==> config.mk <==
export PLATFORM = sky130hd
export DESIGN_NAME = csrng_cmd_arb
export DESIGN_NICKNAME = d
export VERILOG_FILES = /design/src/rtl/csrng_cmd_arb.sv
export SDC_FILE = /design/constraint.sdc
export NUM_CORES = 1
export LEC_CHECK = 0
export BUFFER_PORTS_ARGS = -buffer_cell sky130_fd_sc_hd__buf_2
export CAP_MARGIN = 10
export CORE_MARGIN = 3
export CORE_UTILIZATION = 41
export CTS_BUF_LIST = sky130_fd_sc_hd__clkbuf_2
export DETAILED_ROUTE_END_ITERATION = 10
export PLACE_DENSITY = 0.83
export SYNTH_ARGS = -nofsm -noshare
export SYNTH_HDL_FRONTEND = slang
export SYNTH_SLANG_ARGS = --single-unit
==> constraint.sdc <==
create_clock -name clk_i -period 2.8 [get_ports clk_i]
set_clock_uncertainty 0.15 [all_clocks]
set_input_delay 0.28 -clock clk_i [delete_from_list [all_inputs] [get_ports clk_i]]
set_output_delay 0.28 -clock clk_i [all_outputs]
set_load 0.02 [all_outputs]
==> src/rtl/csrng_cmd_arb.sv <==
// csrng_cmd_arb: round-robin arbiter sharing the CSRNG core command port among NApps
// requesters (index NApps-1 is the software application).
//
// A requester is granted in IDLE, its header word and clen payload words are passed through
// to the core, and the grant is held until the core pulses core_ack_i. The ack and status are
// then returned to the granted requester one cycle later.
//
// Ports:
//   clk_i, rst_i            clock, synchronous active-high reset
//   enable_i                low blocks new grants; a command in flight completes
//   req_valid_i/req_data_i  per-requester word valid and 32-bit word (requester i at [32*i +: 32])
//   req_ready_o             per-requester word accept
//   core_valid_o/core_data_o/core_app_id_o/core_ready_i   command stream toward the core
//   core_ack_i/core_sts_i   completion pulse and status (1 = error) from the core
//   rsp_ack_o/rsp_sts_o     per-requester completion pulse and held status
//   busy_o                  a command is granted
//   ack_err_o               pulse: core_ack_i arrived while no command was waiting for it
module csrng_cmd_arb #(
  parameter int unsigned NApps = 3,
  parameter int unsigned IdW   = $clog2(NApps)
) (
  input  logic                  clk_i,
  input  logic                  rst_i,
  input  logic                  enable_i,
  input  logic [NApps-1:0]      req_valid_i,
  input  logic [NApps*32-1:0]   req_data_i,
  output logic [NApps-1:0]      req_ready_o,
  output logic                  core_valid_o,
  output logic [31:0]           core_data_o,
  output logic [IdW-1:0]        core_app_id_o,
  input  logic                  core_ready_i,
  input  logic                  core_ack_i,
  input  logic                  core_sts_i,
  output logic [NApps-1:0]      rsp_ack_o,
  output logic [NApps-1:0]      rsp_sts_o,
  output logic                  busy_o,
  output logic                  ack_err_o
);

  localparam logic [3:0] MaxClen = 4'd12;

  typedef enum logic [1:0] {
    StIdle,
    StHdr,
    StData,
    StWaitAck
  } state_e;

  state_e           state_q, state_d;
  logic [IdW-1:0]   grant_q, grant_d;
  logic [IdW-1:0]   ptr_q, ptr_d;
  logic [3:0]       cnt_q, cnt_d;
  logic [NApps-1:0] rsp_ack_q, rsp_ack_d;
  logic [NApps-1:0] rsp_sts_q, rsp_sts_d;
  logic             ack_err_q, ack_err_d;

  logic [31:0]      req_word [NApps];

  for (genvar i = 0; i < NApps; i++) begin : g_word
    assign req_word[i] = req_data_i[32*i +: 32];
  end

  // Round-robin search starting at the pointer. The wrap is an explicit compare so that
  // non-power-of-two NApps never selects a nonexistent requester.
  logic            arb_found;
  logic [IdW-1:0]  arb_idx;
  int unsigned     cand;

  always_comb begin
    arb_found = 1'b0;
    arb_idx   = '0;
    cand      = 0;
    for (int unsigned k = 0; k < NApps; k++) begin
      cand = 32'(ptr_q) + k;
      if (cand >= NApps) begin
        cand = cand - NApps;
      end
      if (!arb_found && req_valid_i[cand[IdW-1:0]]) begin
        arb_found = 1'b1;
        arb_idx   = cand[IdW-1:0];
      end
    end
  end

  logic        xfer;
  logic [31:0] cur_word;
  logic [3:0]  hdr_clen;

  always_comb begin
    state_d      = state_q;
    grant_d      = grant_q;
    ptr_d        = ptr_q;
    cnt_d        = cnt_q;
    rsp_ack_d    = '0;
    rsp_sts_d    = rsp_sts_q;
    ack_err_d    = core_ack_i && (state_q != StWaitAck);
    req_ready_o  = '0;
    core_valid_o = 1'b0;
    core_data_o  = '0;
    xfer         = 1'b0;
    cur_word     = req_word[grant_q];
    hdr_clen     = cur_word[7:4];

    unique case (state_q)
      StIdle: begin
        if (enable_i && arb_found) begin
          grant_d = arb_idx;
          state_d = StHdr;
        end
      end

      StHdr, StData: begin
        core_valid_o         = req_valid_i[grant_q];
        core_data_o          = cur_word;
        req_ready_o[grant_q] = core_ready_i;
        xfer                 = req_valid_i[grant_q] && core_ready_i;
        if (xfer) begin
          if (state_q == StHdr) begin
            if (hdr_clen == 4'd0) begin
              cnt_d   = 4'd0;
              state_d = StWaitAck;
            end else begin
              // Oversized clen is clamped; extra words stay unaccepted at the requester.
              cnt_d   = (hdr_clen > MaxClen) ? MaxClen : hdr_clen;
              state_d = StData;
            end
          end else begin
            cnt_d = cnt_q - 4'd1;
            if (cnt_q == 4'd1) begin
              state_d = StWaitAck;
            end
          end
        end
      end

      StWaitAck: begin
        if (core_ack_i) begin
          rsp_ack_d[grant_q] = 1'b1;
          rsp_sts_d[grant_q] = core_sts_i;
          ptr_d              = (grant_q == IdW'(NApps - 1)) ? '0 : grant_q + 1'b1;
          state_d            = StIdle;
        end
      end

      default: state_d = StIdle;
    endcase
  end

  always_ff @(posedge clk_i) begin
    if (rst_i) begin
      state_q   <= StIdle;
      grant_q   <= '0;
      ptr_q     <= '0;
      cnt_q     <= '0;
      rsp_ack_q <= '0;
      rsp_sts_q <= '0;
      ack_err_q <= 1'b0;
    end else begin
      state_q   <= state_d;
      grant_q   <= grant_d;
      ptr_q     <= ptr_d;
      cnt_q     <= cnt_d;
      rsp_ack_q <= rsp_ack_d;
      rsp_sts_q <= rsp_sts_d;
      ack_err_q <= ack_err_d;
    end
  end

  assign core_app_id_o = grant_q;
  assign rsp_ack_o     = rsp_ack_q;
  assign rsp_sts_o     = rsp_sts_q;
  assign ack_err_o     = ack_err_q;
  assign busy_o        = (state_q != StIdle);

endmodule

== After elaboration in Yosys (flattened, before gate mapping) ==
Cells that the tools add are included.

* Bits in registers: 17
* Input bits: 105
* Logic and storage cells: 92

* Add/subtract/negate cells: 7
* Order comparisons: 10
* Equality and inequality tests: 10
* Mux-type cells: 37
* Bitwise operators: 4
* Reductions and logical operators: 17

{| class="wikitable"
|+ Operator list
! operator !! count
|-
| $mux W32 || 3
|-
| $bmux W32 S2 || 1
|-
| $mux W2 || 12
|-
| $lt A2 B3 Y1 const B || 4
|-
| $mux W4 || 3
|-
| $mux W1 || 10
|-
| $bmux W1 S2 || 4
|-
| $ne A2 B2 Y1 const B || 4
|-
| $eq A2 B2 Y1 const B || 3
|-
| $ge A3 B2 Y1 const B || 2
|-
| $logic_and A1 B1 Y1 || 6
|-
| $pmux W2 S3 || 1
|-
| $reduce_and A2 Y1 || 3
|-
| $sub A2 B2 Y2 const B || 3
|-
| $eq A4 B1 Y1 const B || 1
|-
| $gt A4 B4 Y1 const B || 1
|-
| $logic_not A4 Y1 || 1
|-
| $reduce_and A4 Y1 || 1
|-
| $sub A4 B1 Y4 const B || 1
|-
| $add A2 B1 Y3 const B || 1
|-
| $add A2 B2 Y3 const B || 1
|-
| $and A3 B3 Y3 || 1
|-
| $bwmux W3 || 1
|-
| $ge A3 B3 Y1 const B || 1
|-
| other kinds (14) || 16
|}

== Logic depth before layout (Yosys ltp) ==
* Word-level depth: 14
* Gate-level depth with buffers: 7
* Depth with buffers taken out: 7

== Least setup slack after synthesis ==
Ideal clock, no wire load.

* Kind: register to register
* Start: reg grant_q[0] (netlist: core_app_id_o[0])
* End: reg state_q[0]
* Arrival: 1.948 ns
* Slack: 0.631 ns
* Stages on the path, launching flop included: 7
* Path buffers: 1
* Clock period less this slack: 2.169 ns
* Path through: dfxtp_1 > buf_4 > mux2i_1 > o2bb2ai_1 > o41a_1 > or4_1 > a21oi_1

* Longest elaborated chain between the ends: 9
* Elaborated cells between the ends (all ways): 14

{| class="wikitable"
|+ RTL lines
! element !! RTL line !! source
|-
| start: declaration || 50 || <nowiki>logic [IdW-1:0] grant_q, grant_d;</nowiki>
|-
| start signal: assignment || 160 || <nowiki>grant_q <= grant_d;</nowiki>
|-
| $not A2 Y3 (not written as such) || 101 || <nowiki>cur_word = req_word[grant_q];</nowiki>
|-
| $bmux W32 S2 || 101 ||
|-
| $mux W32 (not written as such) (2 in series) || 101 ||
|-
| $logic_not A4 Y1 || 119 || <nowiki>if (hdr_clen == 4'd0) begin</nowiki>
|-
| $mux W1 || 119 ||
|-
| $mux W2 || 118 || <nowiki>if (state_q == StHdr) begin</nowiki>
|-
| $mux W2 || 117 || <nowiki>if (xfer) begin</nowiki>
|-
| $pmux W2 S3 || 104 || <nowiki>unique case (state_q)</nowiki>
|-
| end signal: assignment || 151 || <nowiki>state_q <= StIdle;</nowiki>
|-
| end signal: assignment || 159 || <nowiki>state_q <= state_d;</nowiki>
|-
| end: declaration || 49 || <nowiki>state_e state_q, state_d;</nowiki>
|}

Several ways; a longest one is shown, not always the timed one. The select of a mux whose other input is x is not followed.
A chain may end at the register's enable or synchronous reset.

== Final worst setup path ==
* Start: reg state_q[0]
* End: out req_ready_o[0]

* Longest elaborated chain between the ends: 3
* Elaborated cells between the ends (all ways): 4

{| class="wikitable"
|+ RTL lines
! element !! RTL line !! source
|-
| $eq A2 B1 Y1 / $eq A2 B2 Y1 (equally long branches) || 104 ||
|-
| $reduce_or A2 Y1 (*) || 104 ||
|-
| $mux W3 (*) || 104 ||
|-
| end: declaration || 27 || <nowiki>output logic [NApps-1:0] req_ready_o,</nowiki>
|}

Every way passes the cells marked *; elsewhere a longest branch is shown, timed or not.

==> metrics <==
Crit Path Class register to primary output; slowest stage cell, crit path ha_1; die height 74.8 um; first-pass GRT wire length 9830 um; Seq/Total Area, Yosys 0.176; clk root buf clkbuf_2; met1 Resource Use GR 0.263; top area cells in the synthesized netlist mux2i_1 19%, dfxtp_1 18%, and2_1 11%; worst endpoint required time 2.37 ns; vias in the first global route 2175; IO buf count 150; Post-CTS Setup Repair Bufs 0; hold buffer count at cts 0; Final Hold Viols 0; Final setup viols 0; share of cells above drive strength 1 0.388; TritonRoute pass-1 iters 5; CP arrival 2.16 ns; Yosys top cell area share 0.191; starting density of the core 0.436; period utilization 0.924; FF-to-FF Start ptr_q[0]$_SDFFE_PP0P_; syn nets 392; WL per Instance 14.6 um; placed cells 465; drt first-iter violations 141; Critical path origin state_q[0]$_SDFFE_PP0P_; Post-DRT Antenna Nets 0; Final Total Pwr 1.73 mW; r2r setup slk 0.48 ns; Crit Path Max Fanout 20; Synth Flop Type dfxtp_1; initial antenna violation count 0; largest net degree at the start of global routing 29; Sink Count 17; fin area 0.00274 mm2; row count 24; #FFs+latches synth 17; critical path, cell by cell inv_1 -> ha_1 -> nand2_1 -> nor3_1 -> buf_2; Worst path top cell family by delay adder cells; Reg clk slew, reported paths 0.17 ns; Ports 151; Synth Instances 277; Worst VDD drop 0.000518 V; max-cap viol count 0; Fillers 426; Cell Count, Final, Fillers Out 469; hpwl dp 5580 um; Post-DP Area 0.00272 mm2; clk_lat worst skew 0.30 ns; clk buf depth 2; RSZ-0062 raised after global routing no; Post-synth ARST share 0; Post-synth EDFFs 0; Antenna Cells 0; Post-synth top cells 37 x mux2i_1, 36 x o21ai_0, 35 x nand2_1; H-tree depth 1; drt total wl 6830 um; Setup crit end kind primary output; via/cell ratio 5.28; nets 533; crit path time final 2.59 ns; Yosys warning total 0; Worst slew margin 0.572; Worst Tran Pin Value 0.634 ns; worst r2r path cells 7; all-layer global routing usage 0.223; die area 0.00559 mm2; Critical Path Max Stage Delay 0.63 ns; fmax 0.386 GHz; Mean Syn Cell Area 7.00 um2; WP buf/inv 2; CTS tree done; pins over their slew limit 0; CTS Buf Count 3; status finished, final reports clean; M3 GR Usage 0.0467; RR Endpoint core_app_id_o[1]$_SDFFE_PP0P_; GR peak layer met2; Post-Syn Area 0.00194 mm2; RD Place Congestion 0.866; Synth area leader mux2i_1; met2 GRT Util 0.408; Critical Path Start Type register; area grow syn2layout 41.2%; Worst Hold Class input pin to register; Synth cell types 37; multi-input logic area 0.00147 mm2; die width 74.8 um; global route overflow 0; core area 0.00444 mm2; Power per Cell Area 634 mW/mm2; Setup TNS 0 ns; DR DRC count 0; Worst path depth 5; post-CTS resize count 0; count leader, synth mux2i_1; crit path to req_ready_o[0]; register area 342 um2; Leak Pwr 1.31 nW; routed vias 2474
-- report_power, final --
part	internal, mW	total (mW)	switching, mW
Clock	0.0323	0.112	0.0795
Sequential	0.273	0.313	0.0399
Combinational	0.512	1.31	0.797
Total	0.817	1.73	0.917
-- cell usage in the layout, fill, tap and decap left out, types with 2 or more instances in the layout --
master	count
dfxtp_1	16
clkbuf_2	3
nor3_1	7
nor2b_1	2
a22o_1	2
a21oi_1	13
nor2_1	17
nand2_1	35
and2_1	34
buf_4	5
o21ai_0	36
o2bb2ai_1	4
ha_1	10
inv_1	14
buf_2	150
nand2b_1	4
a31oi_1	2
mux2i_1	37
nand3b_1	2
nor4_1	2
a211oi_1	3
o41ai_1	2
-- worst min-delay path: stages --
cell	delay (ns)
buf_2	0.12
inv_1	0.08
nor3_1	0.05
-- final cells by class --
cell class                      instances  share of cell area
Clock inverter                          1             0.00183
Inverter                               14              0.0192
Sequential cell                        17               0.125
Multi-Input combinational cell        227               0.537
Clock buffer                            3             0.00549
Tap cell                               52              0.0238
Timing Repair Buffer                  155               0.288
-- worst min-delay path by stage --
stage / from / to / slack (ns) / cells past startpoint
floorplan: core_sts_i / rsp_sts_o[1]$_SDFFE_PP0P_ / 0.27 / 2
global placement: rsp_sts_o[2]$_SDFFE_PP0P_ / rsp_sts_o[2]$_SDFFE_PP0P_ / 0.32 / 2
detailed placement: rsp_sts_o[2]$_SDFFE_PP0P_ / rsp_sts_o[2]$_SDFFE_PP0P_ / 0.32 / 2
CTS: core_ack_i / ack_err_o$_SDFF_PP0_ / 0.08 / 3
global route: core_sts_i / rsp_sts_o[1]$_SDFFE_PP0P_ / 0.09 / 3
finish: core_ack_i / ack_err_o$_SDFF_PP0_ / 0.1 / 3
-- metrics by stage --
step	setup WS [ns]	util	hold slack, ns
finish	0.212	0.616	0.0965
global route	0.0273	0.616	0.0916
CTS	0.211	0.616	0.0805
detailed placement	0.542	0.611	0.324
global placement	0.600	0.611	0.315
floorplan	0.631	-	0.266
-- logic make-up after synthesis --
logic type / share of synthesized area
multiplexers: 0.191
AND/OR/NAND/NOR: 0.291
AO/OA/AOI/OAI: 0.210
buffers and inverters: 0.0678
flip-flops: 0.176
adder cells (fa/ha/maj): 0.0646
-- registers in the layout, summed over array words and instances, names as in the netlist --
register and flops:
ack_err_o 1, cnt_q 4, core_app_id_o 2, ptr_q 2
rsp_ack_o 3, rsp_sts_o 3, state_q 2
-- metal layers --
metal / part of all wire / wire length [um]
met3: 0.093 / 632
met2: 0.50 / 3430
met1: 0.39 / 2650
met4: 0.018 / 124
met5: 0 / 0
No activity file was read; power rests on OpenSTA's default activity.
